### src/rtl/hazard_scoreboard_pkg.sv
// Shared constants for the pipeline hazard scoreboard.
package hazard_scoreboard_pkg;

    localparam int         REG_AW        = 4;        // register address width
    localparam int         NUM_REGS      = 16;       // R0..R15
    localparam logic [3:0] COND_AL       = 4'b1110;  // "always" condition code
    localparam int         CNT_W_DEFAULT = 2;        // pending-write counter width

endpackage

### src/rtl/pend_counter.sv
// Saturating up/down counter tracking in-flight writes to one target.
// Simultaneous inc and dec leave the count unchanged; a dec at zero holds
// the count at zero and reports underflow for that cycle.
module pend_counter #(
    parameter int W = 2
) (
    input  logic         clk,
    input  logic         rst,
    input  logic         inc,
    input  logic         dec,
    output logic [W-1:0] count,
    output logic         zero,
    output logic         full,
    output logic         underflow
);

    localparam logic [W-1:0] ONE = W'(1);

    assign zero      = (count == '0);
    assign full      = &count;
    assign underflow = dec & zero;

    // Count up on issue, down on retire, clamped at both ends.
    always_ff @(posedge clk or negedge rst) begin
        if (!rst) begin
            count <= '0;
        end else if (inc && !dec && !full) begin
            count <= count + ONE;
        end else if (dec && !inc && !zero) begin
            count <= count - ONE;
        end
    end

endmodule

### src/rtl/hazard_scoreboard.sv
// Scoreboard hazard controller: tracks pending register writes and pending
// flag updates from ID issue to WB retire, stalls ID on RAW / flag / structural
// hazards, freezes on memory busy, flushes on taken branch.
// Outputs hazard/freeze/flush are pure combinational level signals (no
// handshake): the pipeline samples them every rising edge.
module hazard_scoreboard
    import hazard_scoreboard_pkg::*;
#(
    parameter int CNT_W  = CNT_W_DEFAULT,
    parameter int PERF_W = 16
) (
    input  logic              clk,
    input  logic              rst,
    input  logic [3:0]        id_src1,
    input  logic              id_use_src1,
    input  logic [3:0]        id_src2,
    input  logic              id_two_src,
    input  logic [3:0]        id_cond,
    input  logic              id_wb_en,
    input  logic [3:0]        id_dest,
    input  logic              id_s,
    input  logic              id_cond_pass,
    input  logic              exe_branch_taken,
    input  logic              wb_enable,
    input  logic [3:0]        wb_dest,
    input  logic              exe_s_done,
    input  logic              mem_busy,
    output logic              hazard,
    output logic              freeze,
    output logic              flush,
    output logic              sb_error,
    output logic [PERF_W-1:0] stall_cycles
);

    localparam logic [CNT_W-1:0] ONE = CNT_W'(1);

    logic                retire;
    logic                flag_done;
    logic                issue;

    logic [NUM_REGS-1:0] inc_r;
    logic [NUM_REGS-1:0] dec_r;
    logic [NUM_REGS-1:0] zero_r;
    logic [NUM_REGS-1:0] full_r;
    logic [NUM_REGS-1:0] uflow_r;
    logic [NUM_REGS-1:0] busy_r;
    logic [CNT_W-1:0]    cnt_r [NUM_REGS];

    logic                inc_f;
    logic                dec_f;
    logic                zero_f;
    logic                full_f;
    logic                uflow_f;
    logic                busy_f;
    logic [CNT_W-1:0]    cnt_f;

    assign freeze    = mem_busy;
    assign flush     = exe_branch_taken & ~freeze;
    assign retire    = wb_enable & ~freeze;
    assign flag_done = exe_s_done & ~freeze;
    assign issue     = id_cond_pass & ~hazard & ~flush & ~freeze;

    // One counter per architectural register. A target is "busy" unless its
    // last pending write retires this very cycle (register file writes in the
    // first half-cycle, so ID already sees the value).
    for (genvar g = 0; g < NUM_REGS; g++) begin : g_reg
        assign inc_r[g]  = issue & id_wb_en & (id_dest == REG_AW'(g));
        assign dec_r[g]  = retire & (wb_dest == REG_AW'(g));
        assign busy_r[g] = ~zero_r[g] & ~(dec_r[g] & (cnt_r[g] == ONE));

        pend_counter #(.W(CNT_W)) u_cnt (
            .clk       (clk),
            .rst       (rst),
            .inc       (inc_r[g]),
            .dec       (dec_r[g]),
            .count     (cnt_r[g]),
            .zero      (zero_r[g]),
            .full      (full_r[g]),
            .underflow (uflow_r[g])
        );
    end

    assign inc_f  = issue & id_s;
    assign dec_f  = flag_done;
    assign busy_f = ~zero_f & ~(dec_f & (cnt_f == ONE));

    pend_counter #(.W(CNT_W)) u_flag_cnt (
        .clk       (clk),
        .rst       (rst),
        .inc       (inc_f),
        .dec       (dec_f),
        .count     (cnt_f),
        .zero      (zero_f),
        .full      (full_f),
        .underflow (uflow_f)
    );

    // Stall ID on a source/flag read of pending data or a full target counter.
    always_comb begin
        hazard = 1'b0;
        if (!flush) begin
            hazard = (id_use_src1 & busy_r[id_src1])
                   | (id_two_src  & busy_r[id_src2])
                   | ((id_cond != COND_AL) & busy_f)
                   | (id_wb_en & full_r[id_dest])
                   | (id_s & full_f);
        end
    end

    // Sticky error on any retire or flag-done with nothing pending.
    always_ff @(posedge clk or negedge rst) begin
        if (!rst) begin
            sb_error <= 1'b0;
        end else if (|uflow_r || uflow_f) begin
            sb_error <= 1'b1;
        end
    end

    // Saturating count of unfrozen cycles spent stalled on a hazard.
    always_ff @(posedge clk or negedge rst) begin
        if (!rst) begin
            stall_cycles <= '0;
        end else if (hazard && !freeze && !(&stall_cycles)) begin
            stall_cycles <= stall_cycles + PERF_W'(1);
        end
    end

endmodule

### config.mk
export PLATFORM = sky130hd
export DESIGN_NAME = hazard_scoreboard
export DESIGN_NICKNAME = d
export VERILOG_FILES = /design/src/rtl/hazard_scoreboard_pkg.sv /design/src/rtl/pend_counter.sv /design/src/rtl/hazard_scoreboard.sv
export SDC_FILE = /design/constraint.sdc
export NUM_CORES = 1
export LEC_CHECK = 0
export ABC_AREA = 1
export CELL_PAD_IN_SITES_DETAIL_PLACEMENT = 0
export CELL_PAD_IN_SITES_GLOBAL_PLACEMENT = 1
export CORE_ASPECT_RATIO = 0.6
export CORE_MARGIN = 1.5
export CORE_UTILIZATION = 30
export CTS_BUF_LIST = sky130_fd_sc_hd__clkbuf_4
export CTS_CLUSTER_DIAMETER = 150
export CTS_CLUSTER_SIZE = 10
export DETAILED_ROUTE_END_ITERATION = 6
export PLACE_DENSITY = 0.7
export SLEW_MARGIN = 20
export SYNTH_ARGS = -nofsm -noshare
export SYNTH_HDL_FRONTEND = slang
export SYNTH_HIERARCHICAL = 1
export SYNTH_SLANG_ARGS = --single-unit
export TNS_END_PERCENT = 5
### constraint.sdc
create_clock -name clk -period 3.8 [get_ports clk]
set_input_delay 0.57 -clock clk [delete_from_list [all_inputs] [get_ports clk]]
set_output_delay 0.57 -clock clk [all_outputs]
set_load 0.005 [all_outputs]
=== After elaboration in Yosys (flattened, before gate mapping) ===
Cells that the tools add are included.

* Bits in registers: 51
* Input bits: 31
* Output and inout port bits: 20
* Logic and storage cells: 479

* Bitwise logic cells: 137
* Multiplexer cells: 41
* $add $sub $neg: 35
* Eq/ne operators: 48
* $lt $le $gt $ge: 3
* Reduce and logical (&&, ||, !) cells: 196

{| class="wikitable"
|+ Operator list
! kind !! number
|-
| bitwise AND 1 bit || 96
|-
| logical AND 1 bit || 70
|-
| zero test 1 bit || 70
|-
| two-way mux 2 bit || 34
|-
| == test 4 bit (second input constant) || 16
|-
| inverter 1 bit || 37
|-
| adder 2 x 1 -> 2 bit (second input constant) || 17
|-
| == test 2 x 1 -> 1 bit (second input constant) || 17
|-
| zero test 2 bit || 17
|-
| AND reduction 2 bit || 17
|-
| nonzero test 2 bit || 17
|-
| subtractor 2 x 1 -> 2 bit (second input constant) || 17
|-
| == test 4 x 3 -> 1 bit (second input constant) || 8
|-
| adder 16 x 1 -> 16 bit (second input constant) || 1
|-
| == test 4 x 2 -> 1 bit (second input constant) || 4
|-
| AND reduction 16 bit || 1
|-
| OR reduction 16 bit || 1
|-
| less-than comparator 4 x 5 -> 1 bit (second input constant) || 3
|-
| binary-select mux 1 bit (select 4 bit) || 3
|-
| == test 4 x 1 -> 1 bit (second input constant) || 2
|-
| zero test 4 bit || 2
|-
| two-way mux 1 bit || 4
|-
| inequality test 4 bit (second input constant) || 1
|-
| bitwise OR 1 bit || 4
|-
| logical OR 1 bit || 1
|}

=== Logic depth before layout (Yosys ltp) ===
Gate-level depths: netlist of the first run.

* Word-level depth: 25
* Depth in mapped cells: 18
* Depth with buffers taken out: 18

=== Hierarchy ===
Netlist of the first run, hierarchy kept.

{| class="wikitable"
|+ Modules (own cells, without submodules)
! module !! cells an instance !! area each (sq um) !! seq. area each (sq um) !! instances
|-
| pend_counter || 23 || 143.9 || 50.0 || 17
|-
| hazard_scoreboard || 391 || 2205.9 || 425.4 || 1
|}

=== Worst setup path before layout of the first run ===
Ideal clock, no wire load.

* Path kind: input to register
* Start point: input id_src1[0]
* End point: register g_reg[0].u_cnt.count[0]
* Cell stages on the path: 14
* Required time: 3.684 ns
* Arrival: 2.174 ns
* Path buffers: 1
* Library setup time: 0.116 ns
* Setup slack: 1.510 ns
* Cell sequence: clkbuf_1 -> inv_1 -> nand3_1 -> nand3_1 -> nand3_1 -> nand3_1 -> nand3_1 -> nand2_1 -> nor2_4 -> nand4_2 -> nor2_1 -> nand3_1 -> nand3_1 -> nand2_1

* Longest elaborated chain between the ends: 18
* Elaborated cells on any way between the ends: 21
* Classes of those cells: 4 x mux; 11 x bitwise; 6 x reduce/logical

{| class="wikitable"
|+ RTL lines
! item !! RTL line !! RTL
|-
| from (decl) || hazard_scoreboard.sv:14 || <nowiki>input logic [3:0] id_src1,</nowiki>
|-
| binary-select mux 1 bit (select 4 bit) (*) || hazard_scoreboard.sv:102 || <nowiki>hazard = (id_use_src1 & busy_r[id_src1])</nowiki>
|-
| two-way mux 1 bit (implied by the code) (*) || hazard_scoreboard.sv:102 ||
|-
| bitwise AND 1 bit (*) || hazard_scoreboard.sv:102 ||
|-
| bitwise OR 1 bit (*) || hazard_scoreboard.sv:103 || <nowiki>| (id_two_src & busy_r[id_src2])</nowiki>
|-
| bitwise OR 1 bit (*) || hazard_scoreboard.sv:104 || <nowiki>| ((id_cond != COND_AL) & busy_f)</nowiki>
|-
| bitwise OR 1 bit (*) || hazard_scoreboard.sv:105 || <nowiki>| (id_wb_en & full_r[id_dest])</nowiki>
|-
| bitwise OR 1 bit (*) || hazard_scoreboard.sv:106 || <nowiki>| (id_s & full_f);</nowiki>
|-
| two-way mux 1 bit (*) || hazard_scoreboard.sv:101 || <nowiki>if (!flush) begin</nowiki>
|-
| inverter 1 bit (*) || hazard_scoreboard.sv:61 || <nowiki>assign issue = id_cond_pass & ~hazard & ~flush & ~freeze;</nowiki>
|-
| bitwise AND 1 bit (*) (3 in series) || hazard_scoreboard.sv:61 ||
|-
| bitwise AND 1 bit (*) (2 in series) || hazard_scoreboard.sv:67 || <nowiki>assign inc_r[g] = issue & id_wb_en & (id_dest == REG_AW'(g));</nowiki>
|-
| net inc_r[0] || hazard_scoreboard.sv:41 || <nowiki>logic [NUM_REGS-1:0] inc_r;</nowiki>
|-
| zero test 1 bit || pend_counter.sv:29 || <nowiki>end else if (dec && !inc && !zero) begin</nowiki>
|-
| logical AND 1 bit (2 in series) || pend_counter.sv:29 ||
|-
| nonzero test 2 bit (no source line) || n/a ||
|-
| to (signal assigned) || pend_counter.sv:28 || <nowiki>count <= count + ONE;</nowiki>
|-
| to (signal assigned) || pend_counter.sv:30 || <nowiki>count <= count - ONE;</nowiki>
|-
| to (decl) || pend_counter.sv:11 || <nowiki>output logic [W-1:0] count,</nowiki>
|}

Mark *: on every way through the listed nets, which the timed path passes. The rest lies on a longest branch. The select of a mux whose other input is x is not followed.
A chain may end at the register's enable or synchronous reset.

=== Worst setup path after layout of the first run ===
* Start point: input mem_busy
* End point: output hazard

* Longest elaborated chain between the ends: 14
* Elaborated cells on any way between the ends: 83
* Classes of those cells: 5 x mux; 78 x bitwise

{| class="wikitable"
|+ RTL lines
! item !! RTL line !! RTL
|-
| from (decl) || hazard_scoreboard.sv:27 || <nowiki>input logic mem_busy,</nowiki>
|-
| inverter 1 bit (*) || hazard_scoreboard.sv:58, hazard_scoreboard.sv:59, hazard_scoreboard.sv:60 ||
|-
| bitwise AND 1 bit || hazard_scoreboard.sv:59 || <nowiki>assign retire = wb_enable & ~freeze;</nowiki>
|-
| bitwise AND 1 bit || hazard_scoreboard.sv:68 || <nowiki>assign dec_r[g] = retire & (wb_dest == REG_AW'(g));</nowiki>
|-
| bitwise AND 1 bit || hazard_scoreboard.sv:69 || <nowiki>assign busy_r[g] = ~zero_r[g] & ~(dec_r[g] & (cnt_r[g] == ONE));</nowiki>
|-
| inverter 1 bit || hazard_scoreboard.sv:69 ||
|-
| bitwise AND 1 bit || hazard_scoreboard.sv:69 ||
|-
| binary-select mux 1 bit (select 4 bit) (on tied branches) || hazard_scoreboard.sv:102, hazard_scoreboard.sv:103 ||
|-
| two-way mux 1 bit (on tied branches) || hazard_scoreboard.sv:102, hazard_scoreboard.sv:103 ||
|-
| bitwise AND 1 bit (on tied branches) || hazard_scoreboard.sv:102, hazard_scoreboard.sv:103 ||
|-
| bitwise OR 1 bit || hazard_scoreboard.sv:103 ||
|-
| bitwise OR 1 bit || hazard_scoreboard.sv:104 ||
|-
| bitwise OR 1 bit || hazard_scoreboard.sv:105 ||
|-
| bitwise OR 1 bit || hazard_scoreboard.sv:106 ||
|-
| two-way mux 1 bit (*) || hazard_scoreboard.sv:101 ||
|-
| to (decl) || hazard_scoreboard.sv:28 || <nowiki>output logic hazard,</nowiki>
|}

Every way passes the cells marked *; elsewhere a longest branch is shown, timed or not. The select of a mux whose other input is x is not followed.

==> results of run 1 <==
-- cells by family after synthesis --
family / synth area share (%)
AND/OR/NAND/NOR: 48.1
buffers and inverters: 15.8
flip-flops: 27.4
AO/OA/AOI/OAI: 5.57
XOR/XNOR: 2.82
adder cells (fa/ha/maj): 0.269
-- power by group through the flow --
stage                     logic [mW]  clock network [mW]  registers, mW
final                          0.730               0.333          0.727
after global routing           0.819               0.368          0.743
after CTS                      0.723               0.350          0.726
after detailed placement       0.721                   0          0.734
after global placement         0.734                   0          0.738
after floorplan                0.479                   0          0.707
-- placed cells by master (no fill, tap or decap), types with 2 or more instances in the layout --
cell             instances
clkbuf_4                 5
dfrtp_1                 51
inv_1                  162
nor4_1                   7
nand3_1                120
xnor2_1                  4
buf_4                    5
o21ai_1                  4
o21a_1                   2
nand4_2                  4
nand2_2                 37
xor2_1                  11
o21ai_0                  3
nor2_1                  87
clkdlybuf4s50_1         49
nand4_1                  4
inv_2                   22
a21oi_2                 17
nand2_1                198
nor2_2                  23
a22oi_1                  8
nor3_1                   6
-- layer usage --
layer	share of wire [%]	vias up
li1	-	2497
met1	56	2135
met2	34	142
met3	9.0	6
met4	0.47	0
met5	0	-
-- through the flow --
stage	hold WS [ns]	cell area (sq um)	power, mW	instances	util, %
2_1_floorplan	0.274	4650	1.19	782	-
3_3_place_gp	0.511	5390	1.47	1034	35.4
3_5_place_dp	0.507	5390	1.46	1034	35.4
4_1_cts	0.169	5470	1.80	1042	35.9
5_1_grt	0.180	5470	1.93	1042	35.9
6_report	0.164	5470	1.79	1042	35.9
-- worst max-delay path: stages --
cell and delay, ns:
clkdlybuf4s50_1 0.52, inv_2 0.09, nand2_2 0.10, nor2_2 0.28
nand3_1 0.14, nand3_1 0.11, nand3_1 0.09, nand3_1 0.09
nand3_1 0.08, nand3_1 0.09, nand3_1 0.15, o21ai_0 0.12
inv_1 0.06, clkdlybuf4s50_1 0.43
-- cell type report --
type	count	area (sq um)	area share, %
flip-flops and latches	51	1280	23.3
multi-input cells	541	2640	48.3
well taps	203	254	4.64
repair buffers	55	533	9.74
clock buffers	5	37.5	0.686
clock inverters	3	38.8	0.709
inverters	184	691	12.6
-- path summary, 6_finish.rpt --
path | endpoint | slack [ns]
max in group asynchronous | g_reg[9].u_cnt/count[1] | 2.78
min | stall_cycles[1] | 0.16
max | hazard | 0.30
min reg2reg | sb_error | 0.55
min in group clk | sb_error | 0.55
max reg2reg | g_reg[11].u_cnt/count[0] | 1.03
-- sequential cells by signal, indices dropped and copies added (netlist names) --
| register | count |
|---|---|
| g.u_cnt/count | 32 |
| u_flag_cnt/count | 2 |
| sb_error | 1 |
| stall_cycles | 16 |
==> impl_metrics.yaml, run 1 <==
power_and_ir_drop:
  p_leak_nw: 2.79
  pwr-share-clk_pct: 18.6
  vdd_ir_drop_max_mv: 0.114
  comb_power_share_pct: 40.8
  switching_share_pct: 43.1
  p_seq_share_pct: 40.6
  cell_internal_pwr_mw: 1.02
  cellPowerDensity_nw_per_um2: 327
  p_switching_mw: 0.771
sta:
  skew_ns: 0.00972
  finalCritPeriodShare_pct: 92.1
  maxSlewViolCount: 0
  finalCriticalPeriod_ns: 3.50
  tightest_slew_ns: 0.640
  tns_ns: 0
  fmax_mhz: 286
  relSlewSlack_pct: 57.3
  rsz0062_at_grt: "no"
  finalHoldViolCount: 0
  setup_ws_ns: 0.301
  setup_viol: 0
floorplanning:
  die_w_um: 164
  ioPinCount: 51
  core_sq_um: 15200
  die_y_um: 99.5
  fp-row-count: 35
  initial_core_util_pct: 30.5
  die_area_sq_um: 16300
finish:
  antenna_cells: 0
  fillers: 1697
  syn2layout_area_growth_pct: 17.6
  drive_gt1_share_pct: 14.1
  fin_nets: 870
placement:
  port-buffer-count: 50
  place.gp.congestion: 0.978
  post-place-ws_ns: 0.332
  dp_hpwl_mm: 12.4
synth:
  yosysMostFrequentCell: "nand2_1"
  postSynthAreaPerCell_sq_um: 5.95
  synth_area_sq_um: 4650
  synth.area.top_cells: "dfrtp_1, nand2_1, inv_1, nand3_1, nor2_1"
  yosys.cell_types.count: 28
  yosysTopAreaCell: "dfrtp_1"
  yosysTopAreaCellShare_pct: 27.4
  synth_common_cells: "nand2_1, inv_1, nand3_1, nor2_1, dfrtp_1"
  synth_edf_count: 0
  synthArstFlopShare_pct: 100
  yosysSeqAreaShare_pct: 27.4
  syn_nets: 814
  postSynthCellCount: 782
  synth_ff_type: "dfrtp_1"
  synth-seq-cells: 51
  ys_warn_count: 6
setup_path:
  crit_path_start: "mem_busy"
  start_kind: "input port"
  path_max_fanout: 6
  r2r_start: "g_reg[11].u_cnt/count[0]"
  worstPathArrival_ns: 2.93
  ff2ff_path_depth: 15
  endpoint_kind: "output port"
  crit_type: "input port to output port"
  worstPathRequired_ns: 3.23
grt:
  grt_antenna_before_repair: 0
  top_usage_layer: "met1"
  use_met3_pct: 5.42
  grt_max_degree: 29
  grt_pass1_vias: 4214
  grt_pass1_wl_mm: 24.0
  track_usage_pct: 19.2
  gr-total-overflow: 0
  use_met1_pct: 32.0
  met2_usage_pct: 23.8
drt:
  firstDrtPassIters: 5
  drt-initial-drc-count: 374
  num_vias: 4780
  vias_per_cell: 4.59
  postRouteAntennaNets: 0
  drc_errors: 0
  wl_per_cell_um: 14.5
  routed_wl_mm: 15.1
clock_tree:
  clockBufferDepth: 2
  cts_num_sinks: 51
  clock_latency_ns: 0.39
  htreeDepth: 2
  postCtsSetupBuffers: 0
  cts-root-buf: "clkbuf_4"
  cts_tree: "built"
  cts_buffers: 5
  postCtsHoldBufs: 0
  cts_resized: 0
  cts.clk_slew.worst_paths_ns: 0.16
hold_path:
  hold_class: "input port to async pin"
outcome:
  status: "finished, final reports clean"
job:
  cap_violations: 0
Power figures use the tool's default switching activity.
==> run 2, diff against run 1 <==
--- a/config.mk
+++ b/config.mk
@@ -10,12 +10,12 @@
 export CELL_PAD_IN_SITES_GLOBAL_PLACEMENT = 1
 export CORE_ASPECT_RATIO = 0.6
 export CORE_MARGIN = 1.5
-export CORE_UTILIZATION = 30
+export CORE_UTILIZATION = 44
 export CTS_BUF_LIST = sky130_fd_sc_hd__clkbuf_4
 export CTS_CLUSTER_DIAMETER = 150
 export CTS_CLUSTER_SIZE = 10
 export DETAILED_ROUTE_END_ITERATION = 6
-export PLACE_DENSITY = 0.7
+export PLACE_DENSITY = 0.95
 export SLEW_MARGIN = 20
 export SYNTH_ARGS = -nofsm -noshare
 export SYNTH_HDL_FRONTEND = slang
==> impl_metrics.yaml, run 2 (same netlist as run 1, synthesis figures left out) <==
finish:
  drive_gt1_share_pct: 14.2
  top_register: "g.u_cnt/count"
  stdcell_count: 978
  syn2layout_area_growth_pct: 15.6
  fin_util_pct: 53.5
  reg_top3: "g.u_cnt/count: 32 flops, stall_cycles: 16 flops, u_flag_cnt/count: 2 flops"
  fin_nets: 870
  largest_reg_flops: 32
  final_common_cell: "nand2_1"
  layout_common_cells: "nand2_1, inv_1, nand3_1"
  fillers: 1032
grt:
  grt_pass1_vias: 4755
  gr-total-overflow: 0
  track_usage_pct: 28.1
  grt_max_degree: 33
  grt_antenna_before_repair: 1
  grt_pass1_wl_mm: 23.7
setup_path:
  endpoint_kind: "output port"
  path_common_cell: "nand2_1"
  path_max_fanout: 5
  crit_type: "input port to output port"
  start_kind: "input port"
  crit_chain: "clkdlybuf4s50_1 > inv_1 > nor2_1 > a22oi_1 > nand2_1 > nand2_1 > nand2_1 > o21a_1 > nor2_1 > nand3_1 > o21ai_0 > inv_1 > clkdlybuf4s50_1"
  slowest_delay_ns: 0.57
  worstPathRequired_ns: 3.23
  crit_buf_inv: 4
  critical-path-top-delay-family: "buffers and inverters"
  cp_slowest_cell: "clkdlybuf4s50_1"
  worstPathArrival_ns: 3.02
sta:
  finalCritPeriodShare_pct: 94.4
  rsz0062_at_grt: "no"
  fmax_mhz: 279
  hold_slack_ns: 0.127
  relSlewSlack_pct: 55.6
  tns_ns: 0
  setup_viol: 0
  skew_ns: 0.0160
  maxSlewViolCount: 0
  finalHoldViolCount: 0
  finalCriticalPeriod_ns: 3.59
  tightest_slew_ns: 0.664
drt:
  drc_errors: 0
  routed_wl_mm: 15.0
  vias_per_cell: 5.17
  num_vias: 5061
  postRouteAntennaNets: 0
  firstDrtPassIters: 7
  drt-initial-drc-count: 429
  wl_per_cell_um: 15.4
floorplanning:
  die_area_sq_um: 11200
  die_w_um: 136
  ioPinCount: 51
  core_sq_um: 10100
  initial_core_util_pct: 46.3
  die_y_um: 82.6
  fp-row-count: 28
power_and_ir_drop:
  cellPowerDensity_nw_per_um2: 324
  vdd_ir_drop_max_mv: 0.157
  p_leak_nw: 2.78
clock_tree:
  cts.clk_slew.worst_paths_ns: 0.17
  cts_num_sinks: 51
  htreeDepth: 2
  cts-root-buf: "clkbuf_4"
  cts_buffers: 5
  clockBufferDepth: 2
  clock_latency_ns: 0.41
  cts_tree: "built"
placement:
  place.gp.congestion: 0.952
  dp_hpwl_mm: 12.2
  dp_cells: 966
  port-buffer-count: 50
job:
  cap_violations: 0
hold_path:
  hold_class: "input port to async pin"
outcome:
  status: "finished, final reports clean"
run 2: cell count changes in the layout (fill, tap and decap cells not counted), sizes merged:
cell,before,now
clkinvlp,0,1
diode,0,4
bufinv,1,0
run 2: repair_timing:
action / CTS / global route
hold buffers: 0 / 0
buffers inserted: 0 / 0
endpoints found under the setup margin: 0 / 1
gates resized for setup: 0 / 1
run 2: metrics by stage:
step	area [sq um]	power, mW	worst slack [ns]
2_1_floorplan	4650	1.19	1.51
3_3_place_gp	5310	1.43	0.323
3_5_place_dp	5310	1.46	0.299
4_1_cts	5370	1.74	0.293
5_1_grt	5380	1.88	0.00495
6_report	5380	1.74	0.213
run 2: cell type report:
cell class / instances / area (sq um) / area share [%]
Multi-Input combinational cell: 541 / 2640 / 49.1
Sequential cell: 51 / 1280 / 23.7
Inverter: 184 / 691 / 12.8
Timing Repair Buffer: 55 / 533 / 9.91
Tap cell: 135 / 169 / 3.14
Clock buffer: 5 / 37.5 / 0.698
Clock inverter: 3 / 20.0 / 0.372
Antenna cell: 4 / 10.0 / 0.186
run 2: power by group:
part	switching, mW	internal [mW]	leakage [nW]	total [mW]
combinational	0.478	0.260	2.06	0.738
clock	0.208	0.0715	0.0289	0.279
sequential	0.102	0.623	0.687	0.725
total	0.787	0.955	2.78	1.74
run 2: final timing paths:
check	start	endpoint	slack, ns	cells after the start
setup / recovery	id_dest[0]	hazard	0.21	13
hold / removal	rst	g_reg[0].u_cnt/count[1]	0.13	1
setup reg to reg	g_reg[7].u_cnt/count[0]	g_reg[15].u_cnt/count[0]	0.97	15
hold reg to reg	sb_error	sb_error	0.53	2
max in group asynchronous	rst	g_reg[13].u_cnt/count[0]	2.81	2
min in group clk	sb_error	sb_error	0.53	2
run 2: routing by layer:
layer	GRT usage [%]	wire length (um)
met1	39.5	7160
met2	41.2	6080
met3	9.40	1610
met4	6.67	177
met5	0	0
==> run 3, diff against run 2 <==
--- a/config.mk
+++ b/config.mk
@@ -16,6 +16,7 @@
 export CTS_CLUSTER_SIZE = 10
 export DETAILED_ROUTE_END_ITERATION = 6
 export PLACE_DENSITY = 0.95
+export SETUP_SLACK_MARGIN = 0.05
 export SLEW_MARGIN = 20
 export SYNTH_ARGS = -nofsm -noshare
 export SYNTH_HDL_FRONTEND = slang
==> impl_metrics.yaml, run 3 (same netlist as run 1, synthesis figures left out) <==
finish:
  reg_top3: "g.u_cnt/count: 32 flops, stall_cycles: 16 flops, u_flag_cnt/count: 2 flops"
  layout_common_cells: "nand2_1, inv_1, nand3_1"
  design_area_sq_um: 5380
  fin_nets: 870
  fillers: 1033
  largest_reg_flops: 32
  stdcell_count: 978
  final_common_cell: "nand2_1"
  syn2layout_area_growth_pct: 15.7
  top_register: "g.u_cnt/count"
  drive_gt1_share_pct: 14.4
power_and_ir_drop:
  vdd_ir_drop_max_mv: 0.162
  p_leak_nw: 2.78
  comb_power_share_pct: 42.5
  cellPowerDensity_nw_per_um2: 324
  switching_share_pct: 45.2
  pwr-share-clk_pct: 16.0
  cell_internal_pwr_mw: 0.955
  p_seq_share_pct: 41.5
  p_total_mw: 1.74
  p_switching_mw: 0.788
sta:
  finalCritPeriodShare_pct: 92.6
  fmax_mhz: 284
  finalCriticalPeriod_ns: 3.52
  setup_ws_ns: 0.282
  rsz0062_at_grt: "no"
  finalHoldViolCount: 0
  tns_ns: 0
  skew_ns: 0.0239
  maxSlewViolCount: 0
  relSlewSlack_pct: 56.9
  setup_viol: 0
  tightest_slew_ns: 0.640
hold_path:
  hold_class: "input port to async pin"
clock_tree:
  htreeDepth: 2
  cts_buffers: 5
  clock_latency_ns: 0.41
  clockBufferDepth: 2
  postCtsHoldBufs: 0
  cts_num_sinks: 51
  cts.clk_slew.worst_paths_ns: 0.17
  cts_tree: "built"
  cts-root-buf: "clkbuf_4"
outcome:
  status: "finished, final reports clean"
floorplanning:
  die_y_um: 82.6
  die_area_sq_um: 11200
  ioPinCount: 51
  core_sq_um: 10100
  fp-row-count: 28
  initial_core_util_pct: 46.3
  die_w_um: 136
drt:
  drt-initial-drc-count: 464
  routed_wl_mm: 15.1
  vias_per_cell: 5.23
  firstDrtPassIters: 5
  wl_per_cell_um: 15.4
  drc_errors: 0
  postRouteAntennaNets: 0
  num_vias: 5114
grt:
  grt_antenna_before_repair: 1
  grt_pass1_wl_mm: 23.7
  grt_pass1_vias: 4755
  grt_max_degree: 33
  gr-total-overflow: 0
  track_usage_pct: 28.1
placement:
  dp_cells: 966
  dpl_cell_area_sq_um: 5310
  dp_hpwl_mm: 12.2
  port-buffer-count: 50
  post-place-ws_ns: 0.299
  place.gp.congestion: 0.952
setup_path:
  path_max_fanout: 6
  worstPathRequired_ns: 3.23
  crit_type: "input port to output port"
  worstPathArrival_ns: 2.95
  endpoint_kind: "output port"
  start_kind: "input port"
job:
  cap_violations: 0
==> run 3: cell types whose count changed in the layout (fill, tap and decap cells not counted) <==
| cell | previous run | this run |
|---|---|---|
| nor2_1 | 86 | 84 |
| nor2_2 | 24 | 26 |
==> run 3: per-stage QoR <==
stage	util, %	hold WS [ns]
2_1_floorplan	-	0.274
3_3_place_gp	52.8	0.498
3_5_place_dp	52.8	0.502
4_1_cts	53.4	0.122
5_1_grt	53.5	0.121
6_report	53.5	0.126
==> run 3: routing by layer <==
metal | vias up | wire length [um] | track usage [%]
met5 | - | 0 | 0
met2 | 240 | 6050 | 41.2
li1 | 2494 | - | -
met1 | 2355 | 7080 | 39.5
met4 | 0 | 213 | 6.67
met3 | 25 | 1740 | 9.40
==> run 3: path summary, 6_finish.rpt <==
kind | from | end | slack [ns] | depth (start not counted)
hold / removal | rst | g_reg[0].u_cnt/count[1] | 0.13 | 1
min in group clk | sb_error | sb_error | 0.53 | 2
hold reg to reg | sb_error | sb_error | 0.53 | 2
max in group asynchronous | rst | stall_cycles[13] | 2.80 | 2
setup reg to reg | g_reg[5].u_cnt/count[0] | g_reg[15].u_cnt/count[0] | 0.97 | 15
setup / recovery | mem_busy | hazard | 0.28 | 14
==> run 3: layout make-up <==
class	count	area [sq um]	share of cell area, %
multi-input cells	541	2650	49.2
flip-flops and latches	51	1280	23.7
inverters	184	691	12.8
repair buffers	55	533	9.90
well taps	135	169	3.14
clock buffers	5	37.5	0.697
clock inverters	3	20.0	0.372
diodes	4	10.0	0.186
==> run 3: what timing repair did <==
action	in CTS	in global routing
resized for setup	0	3
setup buffers	0	0
endpoints found under the setup margin	0	1
==> run 3: critical path: stages <==
cell and delay (ns):
clkdlybuf4s50_1 0.53, inv_2 0.09, nand2_2 0.10, nor2_2 0.27
nand3_1 0.14, nand3_1 0.09, nand3_1 0.08, nand3_1 0.11
nand3_1 0.07, nand3_1 0.11, nand3_1 0.16, o21ai_0 0.12
inv_1 0.06, clkdlybuf4s50_1 0.44
==> run 3: power by group through the flow <==
stage | Combinational, mW | Clock [mW] | Sequential [mW]
finish | 0.741 | 0.278 | 0.724
detailed placement | 0.727 | 0 | 0.734
floorplan | 0.479 | 0 | 0.707
CTS | 0.730 | 0.292 | 0.722
global placement | 0.705 | 0 | 0.728
global route | 0.830 | 0.312 | 0.739
